**config.mk**
```make
export PLATFORM = sky130hd
export DESIGN_NAME = fetch_stage_flat
export DESIGN_NICKNAME = d
export VERILOG_FILES = /design/src/rtl/fetch_stage_if.sv /design/src/rtl/fetch_stage.sv /design/src/flat_wrapper.sv
export SDC_FILE = /design/constraint.sdc
export NUM_CORES = 1
export LEC_CHECK = 0
export ABC_AREA = 1
export BUFFER_PORTS_ARGS = -buffer_cell sky130_fd_sc_hd__buf_2
export CAP_MARGIN = 25
export CORE_ASPECT_RATIO = 0.5
export CORE_MARGIN = 2
export CORE_UTILIZATION = 52
export CTS_CLUSTER_SIZE = 16
export DETAILED_ROUTE_END_ITERATION = 8
export PLACE_DENSITY = 0.95
export RECOVER_POWER = 50
export REMOVE_ABC_BUFFERS = 1
export SYNTH_ARGS = -nofsm -noshare
export SYNTH_HDL_FRONTEND = slang
export SYNTH_SLANG_ARGS = --single-unit
```
**constraint.sdc**
```tcl
create_clock -name clk -period 4 [get_ports clk]
set_input_delay 0.2 -clock clk [delete_from_list [all_inputs] [get_ports clk]]
set_output_delay 0.2 -clock clk [all_outputs]
set_load 0.05 [all_outputs]
```
**src/rtl/fetch_stage_if.sv**
```systemverilog
// Fetch-stage bus bundle: control inputs, instruction-memory port and IF/ID pipeline register outputs.
// The master modport is the fetch stage itself; the slave modport is its environment.
interface fetch_stage_if;
    logic        freeze;
    logic        flush;
    logic        branch_taken;
    logic [31:0] branch_addr;
    logic [31:0] instr_addr;
    logic [31:0] instr_data;
    logic [31:0] if_id_pc;
    logic [31:0] if_id_instr;
    logic        if_id_valid;
    logic [31:0] fetch_count;

    modport master (
        input  freeze, flush, branch_taken, branch_addr, instr_data,
        output instr_addr, if_id_pc, if_id_instr, if_id_valid, fetch_count
    );

    modport slave (
        output freeze, flush, branch_taken, branch_addr, instr_data,
        input  instr_addr, if_id_pc, if_id_instr, if_id_valid, fetch_count
    );
endinterface

```
**src/rtl/fetch_stage.sv**
```systemverilog
// Instruction fetch stage: PC register, redirect/stall handling and the IF/ID pipeline register.
// Optional macro FETCH_PERF_CNT_EN adds a counter of valid instructions loaded into IF/ID.
module fetch_stage #(
    parameter logic [31:0] RESET_PC = 32'h0000_0000
) (
    input  logic          clk,
    input  logic          rst,
    fetch_stage_if.master bus
);
    localparam int unsigned XLEN = 32;

    logic [XLEN-1:0] pc_q;
    logic [XLEN-1:0] pc_plus4_c;
    logic [XLEN-1:0] pc_next_c;
    logic            if_id_load_c;
    logic            if_id_bubble_c;

    logic [XLEN-1:0] if_id_pc_q;
    logic [XLEN-1:0] if_id_instr_q;
    logic            if_id_valid_q;

    assign pc_plus4_c     = pc_q + XLEN'(4);
    assign bus.instr_addr = {pc_q[XLEN-1:2], 2'b00};

    // Redirect beats stall; otherwise advance sequentially (wraps naturally at 2^32).
    always_comb begin
        pc_next_c = pc_plus4_c;
        if (bus.branch_taken) begin
            pc_next_c = {bus.branch_addr[XLEN-1:2], 2'b00};
        end else if (bus.freeze) begin
            pc_next_c = pc_q;
        end
    end

    // A word fetched in a redirect cycle is on the wrong path, so it is squashed too.
    assign if_id_bubble_c = bus.flush | bus.branch_taken;
    assign if_id_load_c   = !if_id_bubble_c && !bus.freeze;

    always_ff @(posedge clk) begin
        if (rst) begin
            pc_q <= {RESET_PC[XLEN-1:2], 2'b00};
        end else begin
            pc_q <= pc_next_c;
        end
    end

    always_ff @(posedge clk) begin
        if (rst || if_id_bubble_c) begin
            if_id_pc_q    <= '0;
            if_id_instr_q <= '0;
            if_id_valid_q <= 1'b0;
        end else if (if_id_load_c) begin
            if_id_pc_q    <= pc_plus4_c;
            if_id_instr_q <= bus.instr_data;
            if_id_valid_q <= 1'b1;
        end
    end

    assign bus.if_id_pc    = if_id_pc_q;
    assign bus.if_id_instr = if_id_instr_q;
    assign bus.if_id_valid = if_id_valid_q;

`ifdef FETCH_PERF_CNT_EN
    logic [XLEN-1:0] fetch_cnt_q;

    always_ff @(posedge clk) begin
        if (rst) begin
            fetch_cnt_q <= '0;
        end else if (if_id_load_c) begin
            fetch_cnt_q <= fetch_cnt_q + XLEN'(1);
        end
    end

    assign bus.fetch_count = fetch_cnt_q;
`else
    assign bus.fetch_count = '0;
`endif
endmodule

```
**src/flat_wrapper.sv**
```systemverilog
// flat-port wrapper written by rule: the top's interface ports become plain ports
module fetch_stage_flat 
#(
    parameter logic [31:0] RESET_PC = 32'h0000_0000
)
  (clk, rst, bus_freeze, bus_flush, bus_branch_taken, bus_branch_addr, bus_instr_data, bus_instr_addr, bus_if_id_pc, bus_if_id_instr, bus_if_id_valid, bus_fetch_count);
  fetch_stage_if bus_i ();
  input  logic clk;
  input  logic rst;
  input wire logic [$bits(bus_i.freeze)-1:0] bus_freeze;
  input wire logic [$bits(bus_i.flush)-1:0] bus_flush;
  input wire logic [$bits(bus_i.branch_taken)-1:0] bus_branch_taken;
  input wire logic [$bits(bus_i.branch_addr)-1:0] bus_branch_addr;
  input wire logic [$bits(bus_i.instr_data)-1:0] bus_instr_data;
  output wire logic [$bits(bus_i.instr_addr)-1:0] bus_instr_addr;
  output wire logic [$bits(bus_i.if_id_pc)-1:0] bus_if_id_pc;
  output wire logic [$bits(bus_i.if_id_instr)-1:0] bus_if_id_instr;
  output wire logic [$bits(bus_i.if_id_valid)-1:0] bus_if_id_valid;
  output wire logic [$bits(bus_i.fetch_count)-1:0] bus_fetch_count;
  assign bus_i.freeze = bus_freeze;
  assign bus_i.flush = bus_flush;
  assign bus_i.branch_taken = bus_branch_taken;
  assign bus_i.branch_addr = bus_branch_addr;
  assign bus_i.instr_data = bus_instr_data;
  assign bus_instr_addr = bus_i.instr_addr;
  assign bus_if_id_pc = bus_i.if_id_pc;
  assign bus_if_id_instr = bus_i.if_id_instr;
  assign bus_if_id_valid = bus_i.if_id_valid;
  assign bus_fetch_count = bus_i.fetch_count;
  fetch_stage #(.RESET_PC(RESET_PC)) u_core (.clk(clk), .rst(rst), .bus(bus_i));
endmodule
```
==> results.ini, run 1 <==
[clock_tree]
clkSlewWorstSetupHoldPaths_ns=0.06
cts.hold.buffers_added=0
postCtsResizedCells=0
worstSkewPairLatency_ns=0.34
cts.sink_count=93
ctsRootBufferMaster=sky130_fd_sc_hd__clkbuf_16
tritoncts_clock_tree=built
cts_setup_buffers=0
numCtsBuffers=9
clock_path_buffers=2
htree_levels=3

[die]
initial_core_util_pct=53.2
total_die_area_um2=9660
floorplan.die.width_um=137
fp.dieH_um=70.5
core_um2=8650
ioPinCount=198
rows=24

[job]
cap_violations=0

[sta]
rsz0062_at_grt=false
clock_skew_ns=0.00811
fin_crit_sh_pct=51.8
fmax_mhz=483
report.final.hold_viol_count=0
worst_pin_slew_ns=0.965
final_critical_path_setup_slack_ns=1.93
finalCriticalPeriod_ns=2.07
finalSetupTns_ns=0
timing.final.setup_violations=0
slew_violations=0
max-slew-margin-rel_pct=35.5

[grt]
track_usage_pct=26.4
grt_start_max_net_pins=59
overflow=0
grt_pass1_vias=4391
grt_pass1_wl_um=20300
antenna_violations_before_repair=0

[placed_design]
dp_slack_ns=1.71
routability_congestion=0.866
numPortBuffers=159
dpl.hpwl_um=8560

[cells_and_area]
synthToLayoutAreaGrowth_pct=20.7
fillerInstances=746
layout.nets=885
multi_input_area_um2=2280
layout-drive-gt1-share_pct=13.6
antenna_cells=0
area.sequential_um2=1860

[route]
drtAntennaViolNets=0
drt-total-wl_um=12800
remaining_drc_errors=0
drt-wirelength-per-cell_um=13.7
drt_pre_antenna_iters=5
drt_iter0_drc=443
viasPerCell=5.16
routed-via-count=4829

[logic_synthesis]
ys_types=31
seq_cells_post_synth=93
predominant_post_synthesis_flop_cell=sky130_fd_sc_hd__dfxtp_1
yosys_warnings=0
synth_edf_count=0
avgSynthCellArea_um2=6.84
yosysSeqAreaShare_pct=40.5
mappedNetlistArea_um2=4600
synth_cells=672
async_set_or_reset_register_ratio_after_synthesis_pct=0

[critical_path]
critical_path.n_buffers_inverters=3
startpoint_type=input port
cp_num_cells=6
ff2ff_path_depth=10
chain_of_cells_forming_the_critical_path=buf_2 -> nor3_4 -> buf_4 -> inv_2 -> nand2_1 -> a21oi_1
worst_ep_required_time_ns=4.26
end_kind=flop
cp_slowest_cell=sky130_fd_sc_hd__inv_2
critPathKind=input port to flop
worst_path_dominant_cell_family=buffers and inverters
timing.critical_path.slowest_cell_delay_ns=0.74
crit_arrival_ns=2.33
worstPathMaxFanout=58

[power]
power.static_leakage_nw=2.38
power-per-cell-area_nw_per_um2=420
vdd.ir_drop.worst_v=0.000229

[hold_path]
holdPathStages=3
hold_path.class=input port to flop

[outcome]
run_status=finished, final reports clean

## cell usage in the layout, fill, tap and decap left out, types with 3 or more instances in the layout
master                        n
sky130_fd_sc_hd__a21oi_1     36
sky130_fd_sc_hd__a22o_1       6
sky130_fd_sc_hd__a31oi_1      7
sky130_fd_sc_hd__buf_2       66
sky130_fd_sc_hd__buf_4        3
sky130_fd_sc_hd__bufinv_16    3
sky130_fd_sc_hd__clkbuf_1    93
sky130_fd_sc_hd__clkbuf_16    9
sky130_fd_sc_hd__conb_1      36
sky130_fd_sc_hd__dfxtp_1     93
sky130_fd_sc_hd__inv_1       54
sky130_fd_sc_hd__inv_2        3
sky130_fd_sc_hd__nand2_1    160
sky130_fd_sc_hd__nand2_2      4
sky130_fd_sc_hd__nand3_1     21
sky130_fd_sc_hd__nor2_1     125
sky130_fd_sc_hd__nor2_2       4
sky130_fd_sc_hd__nor2_4       8
sky130_fd_sc_hd__o21ai_0     57
sky130_fd_sc_hd__xnor2_1      4
sky130_fd_sc_hd__xor2_1      10
## kinds of logic after synthesis
kind of cell | after synthesis | share of synthesized area, %
buffers and inverters | 122 | 13.1
DFF | 93 | 40.5
other | 1 | 0.0816
AOI/OAI and AO/OA | 113 | 13.4
and+or+nand+nor | 327 | 29.6
xor gates and xnor gates | 15 | 3.02
adders and majority gates | 1 | 0.272
## cell type report
type | count | share of cell area, %
clock buffer | 11 | 4.56
clock inverter | 4 | 1.71
inverter | 57 | 3.86
multi-input combinational | 492 | 41.0
sequential | 93 | 33.6
tap | 117 | 2.64
timing repair buffer | 162 | 12.7
## cells in the mapped netlist (4+ instances only)
library cell,instances,share of area (%)
sky130_fd_sc_hd__a21oi_1,36,3.9
sky130_fd_sc_hd__a22o_1,6,1.1
sky130_fd_sc_hd__a31oi_1,7,0.95
sky130_fd_sc_hd__buf_2,8,0.87
sky130_fd_sc_hd__buf_4,36,5.9
sky130_fd_sc_hd__clkbuf_1,20,1.6
sky130_fd_sc_hd__dfxtp_1,93,40
sky130_fd_sc_hd__inv_1,55,4.5
sky130_fd_sc_hd__nand2_1,160,13
sky130_fd_sc_hd__nand2_2,4,0.54
sky130_fd_sc_hd__nand3_1,21,2.3
sky130_fd_sc_hd__nor2_1,125,10
sky130_fd_sc_hd__nor2_2,5,0.68
sky130_fd_sc_hd__nor2_4,7,1.7
sky130_fd_sc_hd__o21ai_0,57,6.2
sky130_fd_sc_hd__xnor2_1,4,0.76
sky130_fd_sc_hd__xor2_1,10,1.9
## final timing paths
path	startpoint	to	slack, ns
min	bus_instr_data[30]	u_core.bus.if_id_instr[30]	0.06
max reg2reg	u_core.pc_q[2]	u_core.bus.if_id_pc[30]	2.02
min reg2reg	u_core.bus.if_id_pc[17]	u_core.bus.if_id_pc[17]	0.47
max	bus_branch_taken	u_core.bus.if_id_pc[6]	1.93
## per-stage QoR
stage	cell area [um2]	power, mW	cells	util (%)	hold slack (ns)
after floorplan	4340	1.25	642	-	0.262
after global placement	5320	1.35	921	61.5	0.405
after detailed placement	5320	1.35	921	61.5	0.414
after CTS	5660	2.34	936	65.5	0.0566
after global routing	5550	2.40	936	64.1	0.0708
final	5550	2.33	936	64.1	0.0604
## worst min-delay path, cell delays in order
cell and delay [ns]:
sky130_fd_sc_hd__buf_2 0.07, sky130_fd_sc_hd__nor2_1 0.03, sky130_fd_sc_hd__nor2_1 0.06
## metal layers
| metal | global-route usage (%) | share of wire (%) | up-vias | wire, um |
|---|---|---|---|---|
| li1 | - | - | 2315 | - |
| met1 | 31.3 | 39 | 2179 | 5010 |
| met2 | 45.4 | 48 | 286 | 6130 |
| met3 | 6.90 | 9.7 | 49 | 1250 |
| met4 | 11.0 | 3.1 | 0 | 402 |
| met5 | 0 | 0 | - | 0 |
## power breakdown
group	leakage, nW	switching, mW	internal (mW)	total [mW]
clock network	0.172	0.355	0.640	0.995
logic	1.45	0.278	0.0724	0.351
registers	0.757	0.0325	0.952	0.985
## state kept, by name, summed over array words and instances (netlist names)
register                count
u_core.bus.if_id_pc        30
u_core.pc_q                30
u_core.bus.if_id_valid      1
u_core.bus.if_id_instr     32
Power figures use the tool's default switching activity.
==> run 2: changes to the inputs <==
CORE_UTILIZATION = 48   (was 52)
PLACE_DENSITY = 0.91   (was 0.95)
clock period = 2.14 ns   (was 4 ns; I/O delays follow)
==> results.ini, run 2 (synthesis gave the netlist of run 1 again) <==
[clock_tree]
postCtsResizedCells=0  ; unchanged
htree_levels=3  ; unchanged
tritoncts_clock_tree=built  ; unchanged
clock_path_buffers=2  ; unchanged
clkSlewWorstSetupHoldPaths_ns=0.07  ; was 0.06 ns
numCtsBuffers=9  ; unchanged
cts.sink_count=93  ; unchanged
worstSkewPairLatency_ns=0.34  ; about the same
ctsRootBufferMaster=sky130_fd_sc_hd__clkbuf_16  ; unchanged

[critical_path]
critPathKind=flop to flop  ; was input port to flop
cpMostUsedCell=sky130_fd_sc_hd__nand2_1
timing.critical_path.slowest_cell_delay_ns=0.44  ; was 0.74 ns
worst_path_dominant_cell_family=simple AND/OR/NAND/NOR gates  ; was buffers and inverters
startpoint_type=flop  ; was input port
cp_slowest_cell=sky130_fd_sc_hd__dfxtp_1  ; was sky130_fd_sc_hd__inv_2
worstPathMaxFanout=6  ; was 58
crit_arrival_ns=2.12  ; was 2.33 ns
chain_of_cells_forming_the_critical_path=ha_1 -> nand2_1 -> nor2_1 -> nand2_2 -> nor2_2 -> xor2_1 -> nand2_1 -> a21oi_1  ; was buf_2 -> nor3_4 -> buf_4 -> inv_2 -> nand2_1 -> a21oi_1
end_kind=flop  ; unchanged
critical_path.n_buffers_inverters=0  ; was 3
worst_ep_required_time_ns=2.39  ; was 4.26 ns

[die]
initial_core_util_pct=49.0  ; was 53.2%
floorplan.die.width_um=142  ; was 137 um
core_um2=9380  ; was 8650 um2
total_die_area_um2=10400  ; was 9660 um2
rows=25  ; was 24
ioPinCount=198  ; unchanged
fp.dieH_um=73.2  ; was 70.5 um

[cells_and_area]
antenna_cells=0  ; unchanged
layout.cells.most_common_list=160 x sky130_fd_sc_hd__nand2_1, 125 x sky130_fd_sc_hd__nor2_1, 93 x sky130_fd_sc_hd__dfxtp_1, 92 x sky130_fd_sc_hd__clkbuf_1, 68 x sky130_fd_sc_hd__buf_2  ; was 160 x sky130_fd_sc_hd__nand2_1, 125 x sky130_fd_sc_hd__nor2_1, 93 x sky130_fd_sc_hd__clkbuf_1, 93 x sky130_fd_sc_hd__dfxtp_1, 66 x sky130_fd_sc_hd__buf_2
largest_register_ff_count=32  ; unchanged
fin_cells=974  ; was 936
layout.nets=920  ; was 885
final_common_cell=sky130_fd_sc_hd__nand2_1  ; unchanged
synthToLayoutAreaGrowth_pct=26.5  ; was 20.7%
layout-drive-gt1-share_pct=13.6  ; about the same

[route]
drt-wirelength-per-cell_um=13.6  ; was 13.7 um
drtAntennaViolNets=0  ; unchanged
remaining_drc_errors=0  ; unchanged
drt-total-wl_um=13300  ; was 12800 um
drt_iter0_drc=541  ; was 443
viasPerCell=5.02  ; was 5.16
routed-via-count=4888  ; was 4829
drt_pre_antenna_iters=5  ; unchanged

[grt]
grt_pass1_vias=4416  ; was 4391
overflow=0  ; unchanged
grt_pass1_wl_um=20400  ; was 20300 um
track_usage_pct=24.8  ; was 26.4%
grt_start_max_net_pins=59  ; unchanged
antenna_violations_before_repair=0  ; unchanged

[power]
power-per-cell-area_nw_per_um2=690  ; was 420 nW/um2
power.static_leakage_nw=2.50  ; was 2.38 nW
vdd.ir_drop.worst_v=0.000423  ; was 0.000229 V

[placed_design]
numPortBuffers=159  ; unchanged
count_of_placed_standard_cells_including_taps=930  ; was 921
dp_slack_ns=0.388  ; was 1.71 ns
dpl.hpwl_um=8800  ; was 8560 um
routability_congestion=0.897  ; was 0.866

[sta]
rsz0062_at_grt=false  ; unchanged
fin_crit_sh_pct=87.3
timing.final.setup_violations=0  ; unchanged
clock_skew_ns=0.00702  ; was 0.00811 ns
fmax_mhz=535
max-slew-margin-rel_pct=31.7  ; was 35.5%
worst_pin_slew_ns=1.02  ; was 0.965 ns
final_critical_path_setup_slack_ns=0.272  ; was 1.93 ns
finalCriticalPeriod_ns=1.87
slew_violations=0  ; unchanged
report.final.hold_viol_count=0  ; unchanged

[outcome]
run_status=finished, final reports clean  ; unchanged

[hold_path]
hold_path.class=input port to flop  ; unchanged

[job]
cap_violations=0  ; unchanged

==> run 2: worst paths after layout <==
| check | end | from | depth (start not counted) | slack (ns) |
|---|---|---|---|---|
| worst min-delay path | u_core.bus.if_id_instr[10] | bus_instr_data[10] | 3 | 0.01 |
| worst min register to register | u_core.bus.if_id_pc[9] | u_core.bus.if_id_pc[9] | 2 | 0.46 |
| worst max register to register | u_core.bus.if_id_pc[14] | u_core.pc_q[2] | 8 | 0.27 |
| worst max-delay path | u_core.bus.if_id_pc[14] | u_core.pc_q[2] | 8 | 0.27 |
==> run 2: repair_timing <==
| action | in CTS | in global routing |
|---|---|---|
| buffers inserted | 0 | 0 |
| hold endpoints to repair | 30 | 0 |
| hold buffers | 30 | 0 |
==> run 2: area by class of cell <==
cell class	count	area, um2
Fill cell	824	3570
Multi-Input combinational cell	492	2270
Sequential cell	93	1860
Timing Repair Buffer	197	1050
Clock buffer	12	256
Inverter	57	214
Tap cell	121	151
Clock inverter	2	10.0
==> run 2: metrics by stage <==
step	utilization [%]	instance area, um2	setup TNS [ns]	hold WS, ns	power (mW)
floorplan	-	4340	-11.80	0.169	2.34
global placement	57.2	5370	0	0.313	2.53
detailed placement	57.2	5370	0	0.321	2.54
CTS	63.3	5940	0	0.0159	4.02
global route	62.0	5820	0	0.0112	4.15
finish	62.0	5820	0	0.0123	4.02
==> run 2: routing by layer <==
layer | vias up | share of wire (%) | track usage [%] | routed length (um)
met3 | 42 | 6.4 | 5.58 | 854
li1 | 2384 | - | - | -
met5 | - | 0 | 0 | 0
met4 | 0 | 3.1 | 12.0 | 411
met2 | 230 | 50 | 43.9 | 6620
met1 | 2232 | 41 | 29.1 | 5370
==> run 2: power by group <==
| part | switching (mW) | internal (mW) | leakage, nW |
|---|---|---|---|
| clock | 0.635 | 0.835 | 0.134 |
| combinational | 0.528 | 0.179 | 1.61 |
| sequential | 0.0587 | 1.78 | 0.757 |
==> run 2: worst reg2reg max path: cells and delay by family (launching register included) <==
kind	cells	cell delay, ns
AOI/OAI and AO/OA	1	0.18
xor gates and xnor gates	1	0.21
adders and majority gates	1	0.24
DFF	1	0.44
and+or+nand+nor	5	0.71
